<file path="src/rtl/cpu_run_controller.sv">
// Run-control sequencer for the pin-abstracted CPU: boot, run, halt, single-step.
// Optional breakpoint support is enabled by defining RUNCTL_BREAKPOINT_EN.
module cpu_run_controller #(
    parameter int BOOT_CYCLES = 2,
    parameter int CNT_W       = 16
) (
    input  logic             CLK,
    input  logic             reset,
    input  logic             run_req,
    input  logic             halt_req,
    input  logic             step_req,
    input  logic [7:0]       boot_addr,
    input  logic [7:0]       Addr_CPU,
    input  logic [20:0]      INS,
`ifdef RUNCTL_BREAKPOINT_EN
    input  logic [7:0]       bp_addr,
    input  logic             bp_valid,
    output logic             bp_hit,
`endif
    output logic             cpu_en,
    output logic             boot_sel,
    output logic [7:0]       Addr_MANUAL,
    output logic [1:0]       state,
    output logic             step_done,
    output logic             halt_ins,
    output logic [CNT_W-1:0] cycle_count
);

    typedef enum logic [1:0] {
        ST_BOOT   = 2'b00,
        ST_HALTED = 2'b01,
        ST_RUN    = 2'b10,
        ST_STEP   = 2'b11
    } state_t;

    localparam logic [3:0] BOOT_LAST = 4'(BOOT_CYCLES - 1);

    state_t           state_q;
    logic [3:0]       boot_cnt_q;
    logic [7:0]       addr_manual_q;
    logic             step_done_q;
    logic             halt_ins_q;
    logic [CNT_W-1:0] cycle_count_q;

    logic ins_zero;
    logic bp_stop;
    logic run_stop;
    logic cpu_en_c;
    logic count_en;

    assign ins_zero = (INS == '0);

`ifdef RUNCTL_BREAKPOINT_EN
    logic first_run_q;
    logic bp_hit_q;

    // The first RUN cycle after HALTED skips the breakpoint so a resume makes progress.
    assign bp_stop = bp_valid && (Addr_CPU == bp_addr) && !first_run_q;
    assign bp_hit  = bp_hit_q;
`else
    logic unused_addr;

    assign bp_stop     = 1'b0;
    assign unused_addr = ^Addr_CPU;
`endif

    assign run_stop = halt_req | ins_zero | bp_stop;

    // The enable is combinational so a halt suppresses the offending instruction in the same cycle.
    always_comb begin
        cpu_en_c = 1'b0;
        case (state_q)
            ST_BOOT:   cpu_en_c = 1'b1;
            ST_HALTED: cpu_en_c = 1'b0;
            ST_RUN:    cpu_en_c = !run_stop;
            ST_STEP:   cpu_en_c = !ins_zero;
            default:   cpu_en_c = 1'b0;
        endcase
    end

    assign count_en = cpu_en_c && ((state_q == ST_RUN) || (state_q == ST_STEP));

    always_ff @(posedge CLK) begin
        if (reset) begin
            state_q       <= ST_BOOT;
            boot_cnt_q    <= 4'd0;
            addr_manual_q <= boot_addr;
            step_done_q   <= 1'b0;
            halt_ins_q    <= 1'b0;
            cycle_count_q <= '0;
`ifdef RUNCTL_BREAKPOINT_EN
            first_run_q   <= 1'b0;
            bp_hit_q      <= 1'b0;
`endif
        end else begin
            addr_manual_q <= boot_addr;
            step_done_q   <= (state_q == ST_STEP);
            if (count_en) begin
                cycle_count_q <= cycle_count_q + 1'b1;
            end
`ifdef RUNCTL_BREAKPOINT_EN
            first_run_q <= 1'b0;
`endif
            case (state_q)
                ST_BOOT: begin
                    if (boot_cnt_q == BOOT_LAST) begin
                        state_q <= ST_HALTED;
                    end else begin
                        boot_cnt_q <= boot_cnt_q + 4'd1;
                    end
                end
                ST_HALTED: begin
                    if (!halt_req) begin
                        if (step_req) begin
                            state_q    <= ST_STEP;
                            halt_ins_q <= 1'b0;
`ifdef RUNCTL_BREAKPOINT_EN
                            bp_hit_q   <= 1'b0;
`endif
                        end else if (run_req) begin
                            state_q     <= ST_RUN;
                            halt_ins_q  <= 1'b0;
`ifdef RUNCTL_BREAKPOINT_EN
                            bp_hit_q    <= 1'b0;
                            first_run_q <= 1'b1;
`endif
                        end
                    end
                end
                ST_RUN: begin
                    if (run_stop) begin
                        state_q <= ST_HALTED;
                        // An explicit halt outranks the terminator, which outranks the breakpoint.
                        if (!halt_req && ins_zero) begin
                            halt_ins_q <= 1'b1;
                        end
`ifdef RUNCTL_BREAKPOINT_EN
                        if (!halt_req && !ins_zero && bp_stop) begin
                            bp_hit_q <= 1'b1;
                        end
`endif
                    end
                end
                ST_STEP: begin
                    state_q <= ST_HALTED;
                    if (ins_zero) begin
                        halt_ins_q <= 1'b1;
                    end
                end
                default: state_q <= ST_BOOT;
            endcase
        end
    end

    assign cpu_en      = cpu_en_c;
    assign boot_sel    = (state_q == ST_BOOT);
    assign Addr_MANUAL = addr_manual_q;
    assign state       = state_q;
    assign step_done   = step_done_q;
    assign halt_ins    = halt_ins_q;
    assign cycle_count = cycle_count_q;

endmodule

</file>
<file path="config.mk">
export PLATFORM = sky130hd
export DESIGN_NAME = cpu_run_controller
export DESIGN_NICKNAME = d
export VERILOG_FILES = /design/src/rtl/cpu_run_controller.sv
export SDC_FILE = /design/constraint.sdc
export NUM_CORES = 1
export LEC_CHECK = 0
export CELL_PAD_IN_SITES_DETAIL_PLACEMENT = 1
export CELL_PAD_IN_SITES_GLOBAL_PLACEMENT = 2
export CORE_MARGIN = 2
export CORE_UTILIZATION = 23
export CTS_BUF_LIST = sky130_fd_sc_hd__clkbuf_4
export DETAILED_ROUTE_END_ITERATION = 16
export PLACE_DENSITY_LB_ADDON = 0.1
export REMOVE_ABC_BUFFERS = 1
export SLEW_MARGIN = 20
export SYNTH_ARGS = -nofsm -noshare
export SYNTH_HDL_FRONTEND = slang
export SYNTH_SLANG_ARGS = --single-unit
</file>
<file path="constraint.sdc">
create_clock -name CLK -period 2.1 [get_ports CLK]
set_input_delay 0.21 -clock CLK [delete_from_list [all_inputs] [get_ports CLK]]
set_output_delay 0.21 -clock CLK [all_outputs]
set_load 0.02 [all_outputs]
</file>
### Word-level counts from Yosys, hierarchy flattened

Index checks and enable logic that the tools add are counted.

| storage, ports and cells | value |
|---|---|
| bits in registers | 32 |
| input port bits | 42 |
| output and inout port bits | 30 |
| word-level logic and storage cells | 46 |

| cells by class | value |
|---|---|
| $add $sub $neg | 2 |
| equality and inequality tests | 10 |
| muxes and demuxes | 14 |
| bitwise logic cells | 2 |
| reduce and logical (&&, ||, !) cells | 12 |

Operators by type and width:

| cell | number |
|---|---|
| $logic_not 21->1 | 1 |
| $add 16x1->16 const B | 1 |
| $mux 2 | 5 |
| $pmux 2 s4 | 1 |
| $mux 1 | 6 |
| $ne 2x2->1 const B | 3 |
| $reduce_and 6->1 | 1 |
| $add 4x1->4 const B | 1 |
| $eq 2x2->1 const B | 2 |
| $eq 4x1->1 const B | 1 |
| $ne 2x1->1 const B | 2 |
| $pmux 1 s4 | 1 |
| $reduce_and 4->1 | 1 |
| $logic_not 1->1 | 3 |
| $ne 3x3->1 const B | 1 |
| $pmux 1 s3 | 1 |
| $reduce_bool 3->1 | 1 |
| $eq 2x1->1 const B | 1 |
| $logic_and 1x1->1 | 2 |
| $logic_not 2->1 | 1 |
| $reduce_and 2->1 | 1 |
| $logic_or 1x1->1 | 1 |
| $not 1->1 | 1 |
| $or 1x1->1 | 1 |

### Logic depth before layout (Yosys ltp)

Gate-level depths: netlist of run 1.

| depth | value |
|---|---|
| depth in word-level cells | 5 |
| depth in mapped cells | 6 |
| mapped depth without buffers | 6 |

### Worst setup path after synthesis of run 1

Ideal clock, no wire load.

| timing path | value |
|---|---|
| path kind | register -> register |
| from | register state_q[1], in the netlist state[1] |
| to | register boot_cnt_q[2] |
| data arrival time | 1.602 ns |
| required time | 1.972 ns |
| setup slack | 0.370 ns |
| stages on the path, launching flop included | 6 |
| path buffers | 0 |
| period minus slack after synthesis | 1.730 ns |
| path through | dfxtp_1 > nor2_1 > a21boi_0 > nand2_1 > xor2_1 > nor2_1 |

| between the ends | value |
|---|---|
| longest elaborated chain between the ends | 2 |

RTL lines:

| what | line | source |
|---|---|---|
| start, declared | 38 | `state_t state_q;` |
| start signal, assigned | 85 | `state_q <= ST_BOOT;` |
| start signal, assigned | 107 | `state_q <= ST_HALTED;` |
| start signal, assigned | 115 | `state_q <= ST_STEP;` |
| $logic_not 2->1 | n/a |  |
| via boot_sel | 21 | `output logic boot_sel,` |
| $reduce_and 2->1 (no source line) | n/a |  |
| end signal, assigned | 109 | `boot_cnt_q <= boot_cnt_q + 4'd1;` |
| end, declared | 39 | `logic [3:0] boot_cnt_q;` |

The timed path passes the listed nets, and every way through them passes these cells.
A chain may end at the register's enable or synchronous reset.

### Worst setup path in the final report of run 1

| timing path | value |
|---|---|
| from | input INS[4] |
| to | output cpu_en |

| between the ends | value |
|---|---|
| longest elaborated chain between the ends | 4 |
| elaborated cells on any way between the ends | 5 |
| classes of those cells | 1 x mux; 1 x bitwise; 3 x reduce/logical |

RTL lines:

| what | line | source |
|---|---|---|
| start, declared | 14 | `input logic [20:0] INS,` |
| $logic_not 21->1 * | 51 | `assign ins_zero = (INS == '0);` |
| $or 1x1->1 | 67 | `assign run_stop = halt_req \| ins_zero \| bp_stop;` |
| $logic_not 1->1 | 75 | `ST_RUN: cpu_en_c = !run_stop;` |
| $pmux 1 s4 * | 72 | `case (state_q)` |
| end, declared | 20 | `output logic cpu_en,` |

Mark *: on every way between the ends. The rest lies on a longest branch, timed or not.

==> results of run 1 <==
==> final cells by class <==
cell class	count	area share
multi-input cells	107	0.3317
clock inverters	3	0.01645
flip-flops and latches	32	0.2807
inverters	3	0.004934
clock buffers	5	0.01645
well taps	75	0.04112
repair buffers	73	0.3087
==> stage by stage <==
stage	total power (W)	hold slack, ps	area (µm²)	utilization	setup WS, ps
2_1_floorplan	0.0008725	237.7	1403	-	383.7
3_3_place_gp	0.001067	468.0	2202	0.3697	-53.47
3_5_place_dp	0.001087	490.4	2202	0.3697	-113.9
4_1_cts	0.001563	293.6	2282	0.3832	126.0
5_1_grt	0.001622	282.4	2282	0.3832	46.41
6_report	0.001524	313.3	2282	0.3832	150.0
==> layer usage <==
layer | up-vias | global-route usage | part of all wire | routed length [µm]
met5 | - | 0 | 0 | 0
met4 | 0 | 0.03577 | 0.0044 | 18
met3 | 2 | 0.03877 | 0.039 | 158
met2 | 23 | 0.2141 | 0.54 | 2198
met1 | 639 | 0.1415 | 0.42 | 1718
li1 | 673 | - | - | -
==> sequential cells by signal, summed over array words and instances (netlist names) <==
| name | count |
|---|---|
| boot_cnt_q | 4 |
| Addr_MANUAL | 8 |
| state | 2 |
| halt_ins | 1 |
| cycle_count | 16 |
| step_done | 1 |
==> placed cells by master (no fill, tap or decap), types with 2 or more instances in the layout <==
cell and count:
clkbuf_4 5, xor2_1 8, nor2_1 24, clkdlybuf4s50_1 62, o21ai_0 6, a21oi_1 9
or4_1 2, or3_2 4, inv_1 3, o2111ai_1 3, xnor2_1 2, or3_1 2
nand3_1 4, dfxtp_1 32, ha_1 3, nand4_1 2, nor3_1 3, nor4_4 3
nand2_1 9, buf_4 10, o211ai_1 3, clkinv_1 2, o31ai_1 2
==> worst paths after layout <==
kind                                 startpoint              end  slack (ps)  depth (start not counted)
worst min register to register  cycle_count[15]  cycle_count[15]         500                          2
worst max register to register   cycle_count[0]  cycle_count[10]         330                          6
worst max-delay path                     INS[4]           cpu_en         150                          6
worst min-delay path               boot_addr[3]   Addr_MANUAL[3]         310                          1
==> cell families (layout without fill, tap and decap cells) <==
family,count (synthesis),count (layout),share of synthesized area
AOI/OAI and AO/OA,29,29,0.1354
xor gates and xnor gates,10,10,0.06114
adders and majority gates,3,3,0.02620
buffers and inverters,7,84,0.02882
DFF,32,32,0.4472
muxes,2,2,0.01746
and+or+nand+nor,63,63,0.2838
==> Yosys cell counts (2+ instances only) <==
cell       number  area, µm²
a21oi_1         9      45.04
buf_6           2      22.52
clkbuf_1        2      7.510
dfxtp_1        32      640.6
ha_1            3      37.54
inv_1           3      11.26
nand2_1         9      33.78
nand3_1         4      20.02
nand4_1         2      12.51
nor2_1         24      90.09
nor3_1          3      15.01
nor4_4          3      63.81
o2111ai_1       3      26.28
o211ai_1        3      22.52
o21ai_0         6      30.03
o31ai_1         2      15.01
or3_1           2      12.51
or3_2           4      30.03
or4_1           2      15.01
xnor2_1         2      17.52
xor2_1          8      70.07
==> repair_timing <==
action / 4_1_cts / 5_1_grt
resized for setup: 2 / 0
hold buffers: 0 / 0
endpoints found under the setup margin: 1 / 0
hold endpoints to repair: 0 / 0
==> critical path, delay by kind of cell <==
kind                   cells  cell delay [ps]
AOI/OAI and AO/OA          2              280
buffers and inverters      2              780
and+or+nand+nor            2              460
==> power by group <==
group	total, W	internal [W]	switching (W)
logic	0.000370	0.000192	0.000178
registers	0.000689	0.000646	0.0000434
clock network	0.000464	0.000243	0.000221
total	0.00152	0.00108	0.000443
==> impl_metrics.yaml, run 1 <==
sta:
  rsz0062_at_grt: "no"
  finalCritPeriodShare: 0.9286
  finalMaxSlewViolations: 0
  hold_violations: 0
  setup_violations: 0
  relSlewSlack: 0.5901
  fin_setup_tns_ps: 0
  tightestPinTransition_ps: 609.3
  post-route-min-period_ps: 1950
  fin_skew_ps: 10.20
  max_freq_ghz: 0.5128
pwr:
  max-vdd-ir-drop_mv: 0.3043
  p_leak_nw: 0.8027
  power_density_nw_per_um2: 667.6
placement:
  portBuffers: 63
  place_inst: 290
  routabilityCongestion: 0.7110
  dp_hpwl_um: 3326
worst_setup_path:
  path_cells: "clkdlybuf4s50_1, nor4_4, nand4_4, o21ai_2, o21ai_0, dlygate4sd2_1"
  path_max_fanout: 2
  start_kind: "input port"
  crit_type: "in2out"
  critPathRequiredTime_ps: 1890
  slowest_stage: "clkdlybuf4s50_1"
  arrival_ps: 1740
  slowest_delay_ps: 450
  cp-end-kind: "primary output"
yosys:
  yosysSeqAreaShare: 0.4472
  netlist_instances: 146
  synthesis.area_um2: 1433
  synthArstFlopShare: 0
  ys_warn_count: 0
  ys_ff_latch: 32
  synth_edf_count: 0
  synth_cell_type_count: 39
  syn_avg_cell_area_um2: 9.812
  synthFlopType: "dfxtp_1"
outcome:
  status: "finished clean"
global_route:
  grt_pass1_vias: 1387
  grtUsageTotal: 0.1220
  grt_pass1_wl_um: 6810
  antenna_found_initial: 0
  grt_overflow: 0
  grt_max_degree: 14
die:
  core_area_um2: 5956
  die_y_um: 82.92
  ios: 72
  start_util: 0.2405
  die_x_um: 82.92
  fp-row-count: 28
  dieArea_um2: 6876
drt:
  dr_total_vias: 1337
  drt_first_pass_iters: 4
  drt-total-wl_um: 4094
  avgViaCountPerCell: 4.487
  routedWlPerCell_um: 13.74
  antenna_left: 0
  drtIter0Drc: 23
  drc_errors: 0
clock_tree:
  htree_levels: 2
  root_buffer: "clkbuf_4"
  cts.clk_slew.worst_paths_ps: 100
  post_cts_buffers: 0
  clockBufferDepth: 2
  cts_buffers: 5
  clk_latency_ps: 340
  cts.sinks: 32
  cts_tree: "done"
layout:
  n_fill_cell: 704
  area_growth_pct: 59.30
  finalNonFillerCells: 298
  nets: 267
  antennaDiodeCount: 0
  multi_input_area_um2: 757.0
  layout-drive-gt1-share: 0.1480
  regArea_um2: 640.6
min_path:
  hold_class: "in2reg"
run:
  maxCapViolCount: 0
(Power assumes the default switching activity.)
==> run 2, diff against run 1 <==
- ABC_CLOCK_PERIOD_IN_PS: default -> 2100
- CORE_MARGIN: 2 -> default
==> impl_metrics.yaml, run 2 (synthesis results as in run 1) <==
clock_tree:
  htree_levels: 2
  clk_latency_ps: 340
  post_cts_buffers: 0
  cts_buffers: 5
  clockBufferDepth: 2
  root_buffer: "clkbuf_4"
  cts_tree: "done"
  cts.sinks: 32
  cts.clk_slew.worst_paths_ps: 100
global_route:
  grt_pass1_wl_um: 6561
  grt_overflow: 0
  grtUsageTotal: 0.1340
  antenna_found_initial: 0
  grt_pass1_vias: 1375
  grt_max_degree: 23
drt:
  avgViaCountPerCell: 4.540
  drtIter0Drc: 42
  routedWlPerCell_um: 13.39
  drt-total-wl_um: 3989
  antenna_left: 0
  drt_first_pass_iters: 3
  drc_errors: 0
  dr_total_vias: 1353
worst_setup_path:
  slowest_delay_ps: 460
  path_max_fanout: 2
  start_kind: "input port"
  rr_worst_depth: 6
  slowest_stage: "clkdlybuf4s50_1"
  r2r_end: "cycle_count[13]"
  timing.rr.start: "state[0]"
  arrival_ps: 1750
  path_cells: "clkdlybuf4s50_1, nor4_4, nand4_4, o21ai_2, o21ai_0, dlygate4sd2_1"
  critPathRequiredTime_ps: 1890
  crit_type: "in2out"
  cp-end-kind: "primary output"
  ff2ff_setup_slack_ps: 320
die:
  die_y_um: 80.92
  die_x_um: 80.92
  dieArea_um2: 6548
  fp-row-count: 28
  start_util: 0.2405
  core_area_um2: 5956
  ios: 72
pwr:
  power_frac_seq: 0.442
  power.switching_w: 0.0004420
  switching_share: 0.2843
  p_leak_nw: 0.8080
  p_clk_frac: 0.307
  p_int_w: 0.001113
  max-vdd-ir-drop_mv: 0.3686
  pwr-share-comb: 0.251
  power_density_nw_per_um2: 681.6
sta:
  tightestPinTransition_ps: 330.4
  max_freq_ghz: 0.5101
  relSlewSlack: 0.7781
  finalCritPeriodShare: 0.9336
  setup_violations: 0
  post-route-min-period_ps: 1961
  hold_violations: 0
  rsz0062_at_grt: "no"
  finalMaxSlewViolations: 0
  fin_skew_ps: 9.225
layout:
  area_growth_pct: 59.21
  largest_reg_flops: 16
  nets: 267
  antennaDiodeCount: 0
  final_cell_mix: "62 x clkdlybuf4s50_1, 32 x dfxtp_1, 24 x nor2_1, 10 x buf_4"
  n_fill_cell: 703
  layout-drive-gt1-share: 0.1525
  finalNonFillerCells: 298
  fin_util: 0.3830
  mostFrequentLayoutCell: "clkdlybuf4s50_1"
min_path:
  hold_path_end: "Addr_MANUAL[3]"
  hold_class: "in2reg"
  hold_depth: 1
  worstHoldStart: "boot_addr[3]"
placement:
  portBuffers: 63
  place_inst: 290
  dp_hpwl_um: 3159
  routabilityCongestion: 0.7472
run:
  maxCapViolCount: 0
outcome:
  status: "finished clean"
run 2: metrics by stage:
| stage | worst slack, ps | TNS [ps] | instance area, µm² | hold WS [ps] | total power, W |
|---|---|---|---|---|---|
| floorplan | 383.7 | 0 | 1403 | 237.7 | 0.0008725 |
| global placement | -67.65 | -67.65 | 2202 | 472.4 | 0.001083 |
| detailed placement | -103.9 | -103.9 | 2202 | 492.4 | 0.001102 |
| CTS | 116.7 | 0 | 2281 | 287.8 | 0.001585 |
| global route | 29.11 | 0 | 2281 | 290.5 | 0.001652 |
| finish | 139.4 | 0 | 2281 | 307.2 | 0.001555 |
run 2: per-layer routing:
metal / wire, µm / GRT usage / share of wire / up-vias
li1: - / - / - / 677
met2: 2126 / 0.2328 / 0.53 / 19
met5: 0 / 0 / 0 / -
met4: 61 / 0.05357 / 0.015 / 0
met3: 132 / 0.03596 / 0.033 / 7
met1: 1669 / 0.1549 / 0.42 / 650
run 2: area by class of cell:
type / instances / area (µm²) / share of cell area
clock buffer: 6 / 45.04 / 0.01975
clock inverter: 2 / 35.03 / 0.01536
inverter: 3 / 11.26 / 0.004937
multi-input combinational: 107 / 750.7 / 0.3291
sequential: 32 / 640.6 / 0.2809
tap: 75 / 93.84 / 0.04114
timing repair buffer: 73 / 704.4 / 0.3088
run 2: how the worst max path moves through the flow:
stage	from	end	slack [ps]	cells after the start
2_1_floorplan	state[1]	boot_cnt_q[2]	380	5
3_3_place_gp	INS[4]	cpu_en	-70	6
3_5_place_dp	INS[11]	cpu_en	-100	6
4_1_cts	INS[11]	cpu_en	120	6
5_1_grt	state[0]	cpu_en	30	5
6_report	INS[11]	cpu_en	140	6
run 2: timing repair:
action                     4_1_cts  5_1_grt
resized for setup                1        0
hold buffers                     0        0
setup endpoints to repair        1        0
run 2: power by group through the flow:
stage	clock network [W]	logic [W]	registers (W)
CTS	0.000500	0.000397	0.000688
detailed placement	0	0.000399	0.000703
finish	0.000477	0.000390	0.000688
floorplan	0	0.000151	0.000722
global placement	0	0.000384	0.000699
global route	0.000529	0.000427	0.000696
run 2: critical path, delay by kind of cell:
kind	cells	cell delay (ps)
buffers and inverters	2	790
AO/OA/AOI/OAI	2	280
AND/OR/NAND/NOR	2	470
